`src/rtl/mem_access_stage_pkg.sv`:
```
// Shared definitions for the memory-access pipeline stage: FSM encoding,
// wait-counter sizing and data-cache byte-enable patterns.
package mem_access_stage_pkg;

  typedef enum logic [1:0] {
    IDLE = 2'd0,
    WAIT = 2'd1,
    DONE = 2'd2
  } state_e;

  localparam int unsigned TIMEOUT_DEFAULT = 255;
  localparam int unsigned WAIT_CNT_W      = 8;
  localparam int unsigned HALF_W          = 16;

  localparam logic [3:0] BE_WORD    = 4'b1111;
  localparam logic [3:0] BE_HALF_LO = 4'b0011;
  localparam logic [3:0] BE_HALF_HI = 4'b1100;

  // Byte lanes written by a store of the given size at address bit 1.
  function automatic logic [3:0] store_be(input logic half, input logic hi);
    if (!half) return BE_WORD;
    return hi ? BE_HALF_HI : BE_HALF_LO;
  endfunction

endpackage

```
`src/rtl/mem_access_stage_load_align.sv`:
```
// Load data alignment: picks the addressed halfword and sign-extends it,
// or passes a full word through unchanged.
module load_align
  import mem_access_stage_pkg::*;
#(
  parameter int unsigned data_size = 32
) (
  input  logic [data_size-1:0] rdata,
  input  logic                 half,
  input  logic                 hi,
  output logic [data_size-1:0] data_c
);

  logic [HALF_W-1:0] half_sel;

  always_comb begin
    half_sel = hi ? rdata[2*HALF_W-1:HALF_W] : rdata[HALF_W-1:0];
    data_c   = half ? {{(data_size-HALF_W){half_sel[HALF_W-1]}}, half_sel} : rdata;
  end

endmodule

```
`src/rtl/mem_access_stage.sv`:
```
// M stage of the pipeline: issues data-cache accesses, stalls upstream while
// the cache is busy, checks alignment/timeout and owns the M/WB register.
module mem_access_stage
  import mem_access_stage_pkg::*;
#(
  parameter int unsigned pc_size   = 18,
  parameter int unsigned data_size = 32,
  parameter int unsigned TIMEOUT   = TIMEOUT_DEFAULT
) (
  input  logic                 clk,
  input  logic                 rst,
  input  logic                 M_MemtoReg,
  input  logic                 M_RegWrite,
  input  logic                 M_MemWrite,
  input  logic                 M_Jal,
  input  logic                 M_ExtendLH,
  input  logic                 M_ExtendSH,
  input  logic [data_size-1:0] M_ALU_result,
  input  logic [data_size-1:0] M_Rt_data,
  input  logic [pc_size-1:0]   M_PCplus8,
  input  logic [4:0]           M_WR_out,
  input  logic                 Pipe_hold,
  output logic                 DC_read,
  output logic                 DC_write,
  output logic [data_size-1:0] DC_addr,
  output logic [data_size-1:0] DC_wdata,
  output logic [3:0]           DC_byte_en,
  input  logic [data_size-1:0] DC_rdata,
  input  logic                 DC_ready,
  output logic                 M_stall,
  output logic                 Align_err,
  output logic                 Bus_err,
  output logic                 WB_RegWrite,
  output logic [4:0]           WB_WR_out,
  output logic [data_size-1:0] WB_data
);

  state_e                state_q, state_d;
  logic [WAIT_CNT_W-1:0] cnt_q, cnt_d;
  logic                  req_write_q, req_write_d;
  logic                  req_half_q, req_half_d;
  logic                  req_hi_q, req_hi_d;
  logic [data_size-1:0]  req_addr_q, req_addr_d;
  logic [data_size-1:0]  req_wdata_q, req_wdata_d;
  logic [3:0]            req_be_q, req_be_d;
  logic [data_size-1:0]  ld_hold_q, ld_hold_d;
  logic                  err_hold_q, err_hold_d;
  logic                  wb_regwrite_q, wb_regwrite_d;
  logic [4:0]            wb_wr_q, wb_wr_d;
  logic [data_size-1:0]  wb_data_q, wb_data_d;

  logic                  mem_op, is_store, is_load, is_half, misaligned;
  logic [data_size-1:0]  cur_addr, cur_wdata;
  logic [3:0]            cur_be;
  logic                  la_half, la_hi;
  logic [data_size-1:0]  la_data_c;
  logic                  rd_c, wr_c, stall_c, align_err_c, bus_err_c, complete_c;
  logic [data_size-1:0]  addr_c, wdata_c;
  logic [3:0]            be_c;
  logic                  ret_err;
  logic [data_size-1:0]  ret_ld;

  // Instruction decode and the request it would issue from IDLE.
  always_comb begin
    mem_op     = M_MemtoReg | M_MemWrite;
    is_store   = M_MemWrite;
    is_load    = M_MemtoReg & ~M_MemWrite;
    is_half    = M_ExtendLH | M_ExtendSH;
    misaligned = is_half ? M_ALU_result[0] : (M_ALU_result[1:0] != 2'b00);
    cur_addr   = {M_ALU_result[data_size-1:2], 2'b00};
    cur_be     = store_be(is_half, M_ALU_result[1]);
    cur_wdata  = is_half ? {(data_size/HALF_W){M_Rt_data[HALF_W-1:0]}} : M_Rt_data;
  end

  always_comb begin
    la_half = (state_q == WAIT) ? req_half_q : is_half;
    la_hi   = (state_q == WAIT) ? req_hi_q   : M_ALU_result[1];
  end

  load_align #(
    .data_size(data_size)
  ) u_load_align (
    .rdata (DC_rdata),
    .half  (la_half),
    .hi    (la_hi),
    .data_c(la_data_c)
  );

  // Access FSM; completion while held parks in DONE so nothing is re-issued.
  always_comb begin
    state_d     = state_q;
    cnt_d       = cnt_q;
    req_write_d = req_write_q;
    req_half_d  = req_half_q;
    req_hi_d    = req_hi_q;
    req_addr_d  = req_addr_q;
    req_wdata_d = req_wdata_q;
    req_be_d    = req_be_q;
    ld_hold_d   = ld_hold_q;
    err_hold_d  = err_hold_q;
    rd_c        = 1'b0;
    wr_c        = 1'b0;
    stall_c     = 1'b0;
    align_err_c = 1'b0;
    bus_err_c   = 1'b0;
    complete_c  = 1'b0;
    addr_c      = cur_addr;
    wdata_c     = cur_wdata;
    be_c        = cur_be;

    case (state_q)
      IDLE: begin
        if (mem_op && !misaligned) begin
          rd_c = ~is_store;
          wr_c = is_store;
          if (DC_ready) begin
            complete_c = 1'b1;
          end else begin
            stall_c     = 1'b1;
            state_d     = WAIT;
            cnt_d       = '0;
            req_write_d = is_store;
            req_half_d  = is_half;
            req_hi_d    = M_ALU_result[1];
            req_addr_d  = cur_addr;
            req_wdata_d = cur_wdata;
            req_be_d    = cur_be;
          end
        end else if (mem_op && !Pipe_hold) begin
          align_err_c = 1'b1;
        end
      end
      WAIT: begin
        addr_c  = req_addr_q;
        wdata_c = req_wdata_q;
        be_c    = req_be_q;
        if (DC_ready) begin
          rd_c       = ~req_write_q;
          wr_c       = req_write_q;
          complete_c = 1'b1;
        end else if (cnt_q == WAIT_CNT_W'(TIMEOUT)) begin
          bus_err_c  = 1'b1;
          complete_c = 1'b1;
        end else begin
          rd_c    = ~req_write_q;
          wr_c    = req_write_q;
          stall_c = 1'b1;
          cnt_d   = cnt_q + WAIT_CNT_W'(1);
        end
      end
      DONE: begin
        if (!Pipe_hold) state_d = IDLE;
      end
      default: state_d = IDLE;
    endcase

    if (complete_c) begin
      state_d    = Pipe_hold ? DONE : IDLE;
      cnt_d      = '0;
      ld_hold_d  = la_data_c;
      err_hold_d = bus_err_c;
    end
  end

  // M/WB register: bubble on stall, hold on external freeze, else retire.
  always_comb begin
    ret_err       = align_err_c | ((state_q == DONE) ? err_hold_q : bus_err_c);
    ret_ld        = (state_q == DONE) ? ld_hold_q : la_data_c;
    wb_regwrite_d = wb_regwrite_q;
    wb_wr_d       = wb_wr_q;
    wb_data_d     = wb_data_q;
    if (stall_c) begin
      wb_regwrite_d = 1'b0;
      wb_wr_d       = '0;
      wb_data_d     = '0;
    end else if (!Pipe_hold) begin
      wb_regwrite_d = M_RegWrite & ~ret_err;
      wb_wr_d       = M_WR_out;
      if (M_Jal)        wb_data_d = data_size'(M_PCplus8);
      else if (is_load) wb_data_d = ret_ld;
      else              wb_data_d = M_ALU_result;
    end
  end

  always_ff @(negedge clk) begin
    if (rst) begin
      state_q       <= IDLE;
      cnt_q         <= '0;
      req_write_q   <= 1'b0;
      req_half_q    <= 1'b0;
      req_hi_q      <= 1'b0;
      req_addr_q    <= '0;
      req_wdata_q   <= '0;
      req_be_q      <= '0;
      ld_hold_q     <= '0;
      err_hold_q    <= 1'b0;
      wb_regwrite_q <= 1'b0;
      wb_wr_q       <= '0;
      wb_data_q     <= '0;
    end else begin
      state_q       <= state_d;
      cnt_q         <= cnt_d;
      req_write_q   <= req_write_d;
      req_half_q    <= req_half_d;
      req_hi_q      <= req_hi_d;
      req_addr_q    <= req_addr_d;
      req_wdata_q   <= req_wdata_d;
      req_be_q      <= req_be_d;
      ld_hold_q     <= ld_hold_d;
      err_hold_q    <= err_hold_d;
      wb_regwrite_q <= wb_regwrite_d;
      wb_wr_q       <= wb_wr_d;
      wb_data_q     <= wb_data_d;
    end
  end

  // Strobes, stall and error pulses are forced low while reset is applied.
  assign DC_read     = rd_c & ~rst;
  assign DC_write    = wr_c & ~rst;
  assign M_stall     = stall_c & ~rst;
  assign Align_err   = align_err_c & ~rst;
  assign Bus_err     = bus_err_c & ~rst;
  assign DC_addr     = addr_c;
  assign DC_wdata    = wdata_c;
  assign DC_byte_en  = be_c;
  assign WB_RegWrite = wb_regwrite_q;
  assign WB_WR_out   = wb_wr_q;
  assign WB_data     = wb_data_q;

endmodule

```
`config.mk`:
```
export PLATFORM = sky130hd
export DESIGN_NAME = mem_access_stage
export DESIGN_NICKNAME = d
export VERILOG_FILES = /design/src/rtl/mem_access_stage_pkg.sv /design/src/rtl/mem_access_stage_load_align.sv /design/src/rtl/mem_access_stage.sv
export SDC_FILE = /design/constraint.sdc
export NUM_CORES = 1
export LEC_CHECK = 0
export ABC_AREA = 1
export CAP_MARGIN = 20
export CORE_MARGIN = 1.5
export CORE_UTILIZATION = 35
export DETAILED_ROUTE_END_ITERATION = 7
export GPL_TIMING_DRIVEN = 0
export PLACE_DENSITY = 0.7
export SYNTH_ARGS = -nofsm -noshare
export SYNTH_HDL_FRONTEND = slang
export SYNTH_SLANG_ARGS = --single-unit
export TNS_END_PERCENT = 50
```
`constraint.sdc`:
```
create_clock -name clk -period 2.57 [get_ports clk]
set_clock_uncertainty 0.15 [all_clocks]
set_input_delay 0.6425 -clock clk [delete_from_list [all_inputs] [get_ports clk]]
set_output_delay 0.6425 -clock clk [all_outputs]
set_load 0.02 [all_outputs]
```
# Word-level counts from Yosys, hierarchy flattened

Cells that the tools add are included.

Add/sub/neg operators: 1
Eq/ne operators: 11
Muxes and demuxes: 49
Bitwise operators: 15
Reductions and logical operators: 12

Operators with widths:

| cell                  | number |
|---|---|
| $mux W32              | 7 |
| $mux W8               | 4 |
| $mux W1               | 23 |
| $mux W16              | 1 |
| $pmux W8 S2           | 1 |
| $mux W4               | 3 |
| $mux W2               | 5 |
| $ne A2 B2 Y1 const B  | 5 |
| $ne A3 B3 Y1 const B  | 3 |
| $add A8 B1 Y8 const B | 1 |
| $eq A8 B8 Y1 const B  | 1 |
| $pmux W1 S2           | 4 |
| $and A1 B1 Y1         | 7 |
| $pmux W2 S3           | 1 |
| $not A1 Y1            | 5 |
| $reduce_and A5 Y1     | 1 |
| $reduce_and A4 Y1     | 1 |
| $reduce_bool A2 Y1    | 2 |
| $reduce_or A2 Y1      | 2 |
| $or A1 B1 Y1          | 3 |
| $reduce_and A3 Y1     | 1 |
| $eq A2 B1 Y1 const B  | 1 |
| $eq A2 B2 Y1 const B  | 1 |
| $logic_and A1 B1 Y1   | 2 |
| 2 further kinds       | 3 |

Register bits: 150

# Logic depth before layout (Yosys ltp)

Word-level depth: 9
Depth in mapped cells: 13
Gate-level depth less buffers: 11

# By module

From an unflattened synthesis, not the netlist that was laid out.

Cells, all modules: 1154
Area total of the unflattened synthesis: 7771.2 µm²

Modules (own cells, without submodules):

| module           | instances | cells each | area each (µm²) |
|---|---|---|---|
| mem_access_stage | 1         | 1060       | 7350.8 |
| load_align       | 1         | 94         | 420.4 |

==> results.toml <==
[outcome]
outcome = "finished, violations left"
failed_checks = "negative setup slack"

[power]
p_sw_share_pct = 38.3
seqPwrFrac_pct = 30.1
p_clk_share_pct = 41.9
internal-power_mw = 5.25
ir_worst_vdd_mv = 0.478
p_leak_nw = 6.97
power.density_nw_per_um2 = 564
pwr-share-comb_pct = 28.0
p_switching_mw = 3.26

[setup_path]
cp_max_fo = 5
worstPathRequired_ps = 1780
arrival_ps = 3070
end_kind = "output port"
cp-start-kind = "flop"
crit_type = "reg -> out"

[floorplanning]
start_util_pct = 35.6
core_sq_um = 21800
ios = 240
dieArea_sq_um = 23000
die_w_microns = 152
core.rowCount = 54
die_y_microns = 152

[final_layout]
area_growth_pct = 95.0
drive_gt1_share_pct = 38.3
insertedDiodeCount = 0
nNetsFinal = 1798
final_core_util_pct = 69.4

[yosys]
synth_fa_ha_area_share_pct = 0.162
synth_seq_cells = 148
syn_area_sq_um = 7740
synth-xor-area-share_pct = 0.566
synth-simple-area-share_pct = 29.1
ys_top_cells_by_area = "dfxtp_1 (38%), nand2_1 (13%), o21ai_0 (9.0%), nor2_1 (6.4%), a21oi_1 (6.3%)"
yosys-top-cells-count = "nand2_1 (275), dfxtp_1 (148), o21ai_0 (139)"
synth_cell_types = 38
synth_top_family_by_area = "simple AND/OR/NAND/NOR gates"
synth.avg_cell_area_sq_um = 6.60
syn_inst = 1173
synth_edf_count = 0
synthArstFlopShare_pct = 0
synth.most_common_cell = "nand2_1"
ys.flop_type = "dfxtp_1"
synth_top_area_share_pct = 38.3
synthMuxAreaShare_pct = 2.07
yosysSeqAreaShare_pct = 38.3
synth-compound-area-share_pct = 19.2
yosys.area.top_type = "dfxtp_1"
yosysWarnings = 0

[hold_path]
hp-class = "reg -> reg"

[global_route]
grt.met1_usage_pct = 34.7
grt_max_degree = 17
grt_pass1_wl_mm = 52.8
use_met3_pct = 9.82
busiest_layer = "met2"
antenna_found_initial = 0
grt_pass1_vias = 10400
met2_usage_pct = 50.1
grt-ovfl-total = 0
track_usage_pct = 30.3

[sta]
worst_slack_ps = -1300
slew_viol_final = 0
rsz0062_at_grt = "true"
finalSetupViolations = 257
worst_pin_slew_ps = 663
whs_ps = 304
hold_viol_final = 0
slew_headroom_pct = 55.8

[clock_network]
clk_pin_slew_ps = 40
root_buffer = "clkbuf_16"
cts_hold_buf = 0
cts_sinks = 148
tritoncts = "built"
clk_latency_ps = 480
cts_buffers = 17
cts_max_path_buffers = 2
htree_levels = 4

[detailed_routing]
num_vias = 10700
via_per_inst = 5.46
drc = 0
routedWlPerCell_microns = 19.6
ant_nets = 0
first_pass_iters = 5
routed_wl_mm = 38.4
drt-initial-drc-count = 805

[placement]
place_hpwl_mm = 22.9
port_buffers = 236
gp_congestion = 0.916

[run]
maxCapViolCount = 0
## metal layers
metal	vias up	part of all wire, %
li1	4828	-
met1	5065	38
met2	663	48
met3	159	8.8
met4	0	5.1
met5	-	0
## power by group through the flow
stage / registers [mW] / logic (mW) / clock network [mW]
global route: 2.57 / 2.50 / 3.83
detailed placement: 2.57 / 1.67 / 0.350
finish: 2.56 / 2.38 / 3.57
global placement: 2.56 / 1.65 / 0.350
CTS: 2.54 / 2.07 / 3.47
floorplan: 2.60 / 0.896 / 0.350
## flip-flops by register name (all words and copies together), names as in the netlist
signal / count
req_write_q: 1
req_wdata_q: 32
req_addr_q: 30
state_q: 2
WB_data: 32
req_half_q: 1
WB_WR_out: 5
err_hold_q: 1
WB_RegWrite: 1
ld_hold_q: 32
req_be_q: 2
cnt_q: 8
req_hi_q: 1
## placed cells by master (no fill, tap or decap), types with 19 or more instances in the layout
cell type / Yosys / layout
a21oi_1: 98 / 50
dfxtp_1: 148 / 102
nand3b_1: 19 / 19
clkdlybuf4s50_1: 0 / 116
nand2_2: 2 / 24
o21ai_4: 0 / 34
a21oi_2: 0 / 45
buf_6: 4 / 141
inv_1: 100 / 241
nand2_4: 2 / 42
dfxtp_2: 0 / 44
clkbuf_16: 0 / 34
nand2_1: 275 / 209
o21ai_1: 0 / 19
buf_8: 0 / 20
nor2_1: 131 / 110
o21ai_0: 139 / 32
o21ai_2: 2 / 56
buf_4: 10 / 57
nand3_1: 88 / 70
## cell type report
class | count | area [sq um]
Clock inverter | 163 | 708
Fill cell | 1602 | 6660
Tap cell | 280 | 350
Sequential cell | 148 | 3030
Inverter | 106 | 438
Buffer | 83 | 963
Clock buffer | 17 | 425
Multi-Input combinational cell | 834 | 5550
Timing Repair Buffer | 330 | 3630
## per-stage QoR
| step | cell area [sq um] | setup WS [ps] | instances | setup TNS, ps | total power [mW] |
|---|---|---|---|---|---|
| after global routing | 15100 | -1340 | 1961 | -164530 | 8.90 |
| after detailed placement | 11000 | -1810 | 1690 | -333260 | 4.59 |
| after CTS | 14000 | -1290 | 1945 | -170720 | 8.09 |
| final | 15100 | -1300 | 1961 | -155930 | 8.51 |
| after floorplan | 8320 | -737 | 1174 | -125620 | 3.85 |
| after global placement | 11000 | -1820 | 1690 | -330310 | 4.57 |
## critical path, stage by stage, from the launching register on
cell and delay (ps):
dfxtp_2 320, buf_8 130, inv_4 40, nor2_4 130, buf_6 160, nand3_4 90
nand2_8 100, inv_8 30, buf_8 120, nor2_4 90, buf_6 120
## path summary, 6_finish.rpt
check	startpoint	end	slack [ps]	cells past startpoint
setup / recovery	state_q[0]	M_stall	-1300	10
hold / removal	req_wdata_q[13]	req_wdata_q[13]	300	2
setup reg to reg	state_q[0]	WB_data[31]	180	10
hold reg to reg	req_wdata_q[13]	req_wdata_q[13]	300	2
## cell families (layout without fill, tap and decap cells)
| family | count (synthesis) | count (layout) |
|---|---|---|
| XOR/XNOR | 5 | 5 |
| flip-flops | 148 | 148 |
| multiplexers | 16 | 16 |
| other | 1 | 2 |
| AO/OA/AOI/OAI | 278 | 278 |
| AND/OR/NAND/NOR | 531 | 532 |
| adder cells (fa/ha/maj) | 1 | 1 |
| buffers and inverters | 193 | 699 |
## what timing repair did
action                                  in CTS  in global routing
endpoints found under the setup margin     257                257
buffers inserted                            54                 19
pin swaps                                   25                 29
gates cloned                                23                  2
gates resized for setup                    813                488
Power figures use the tool's default switching activity.
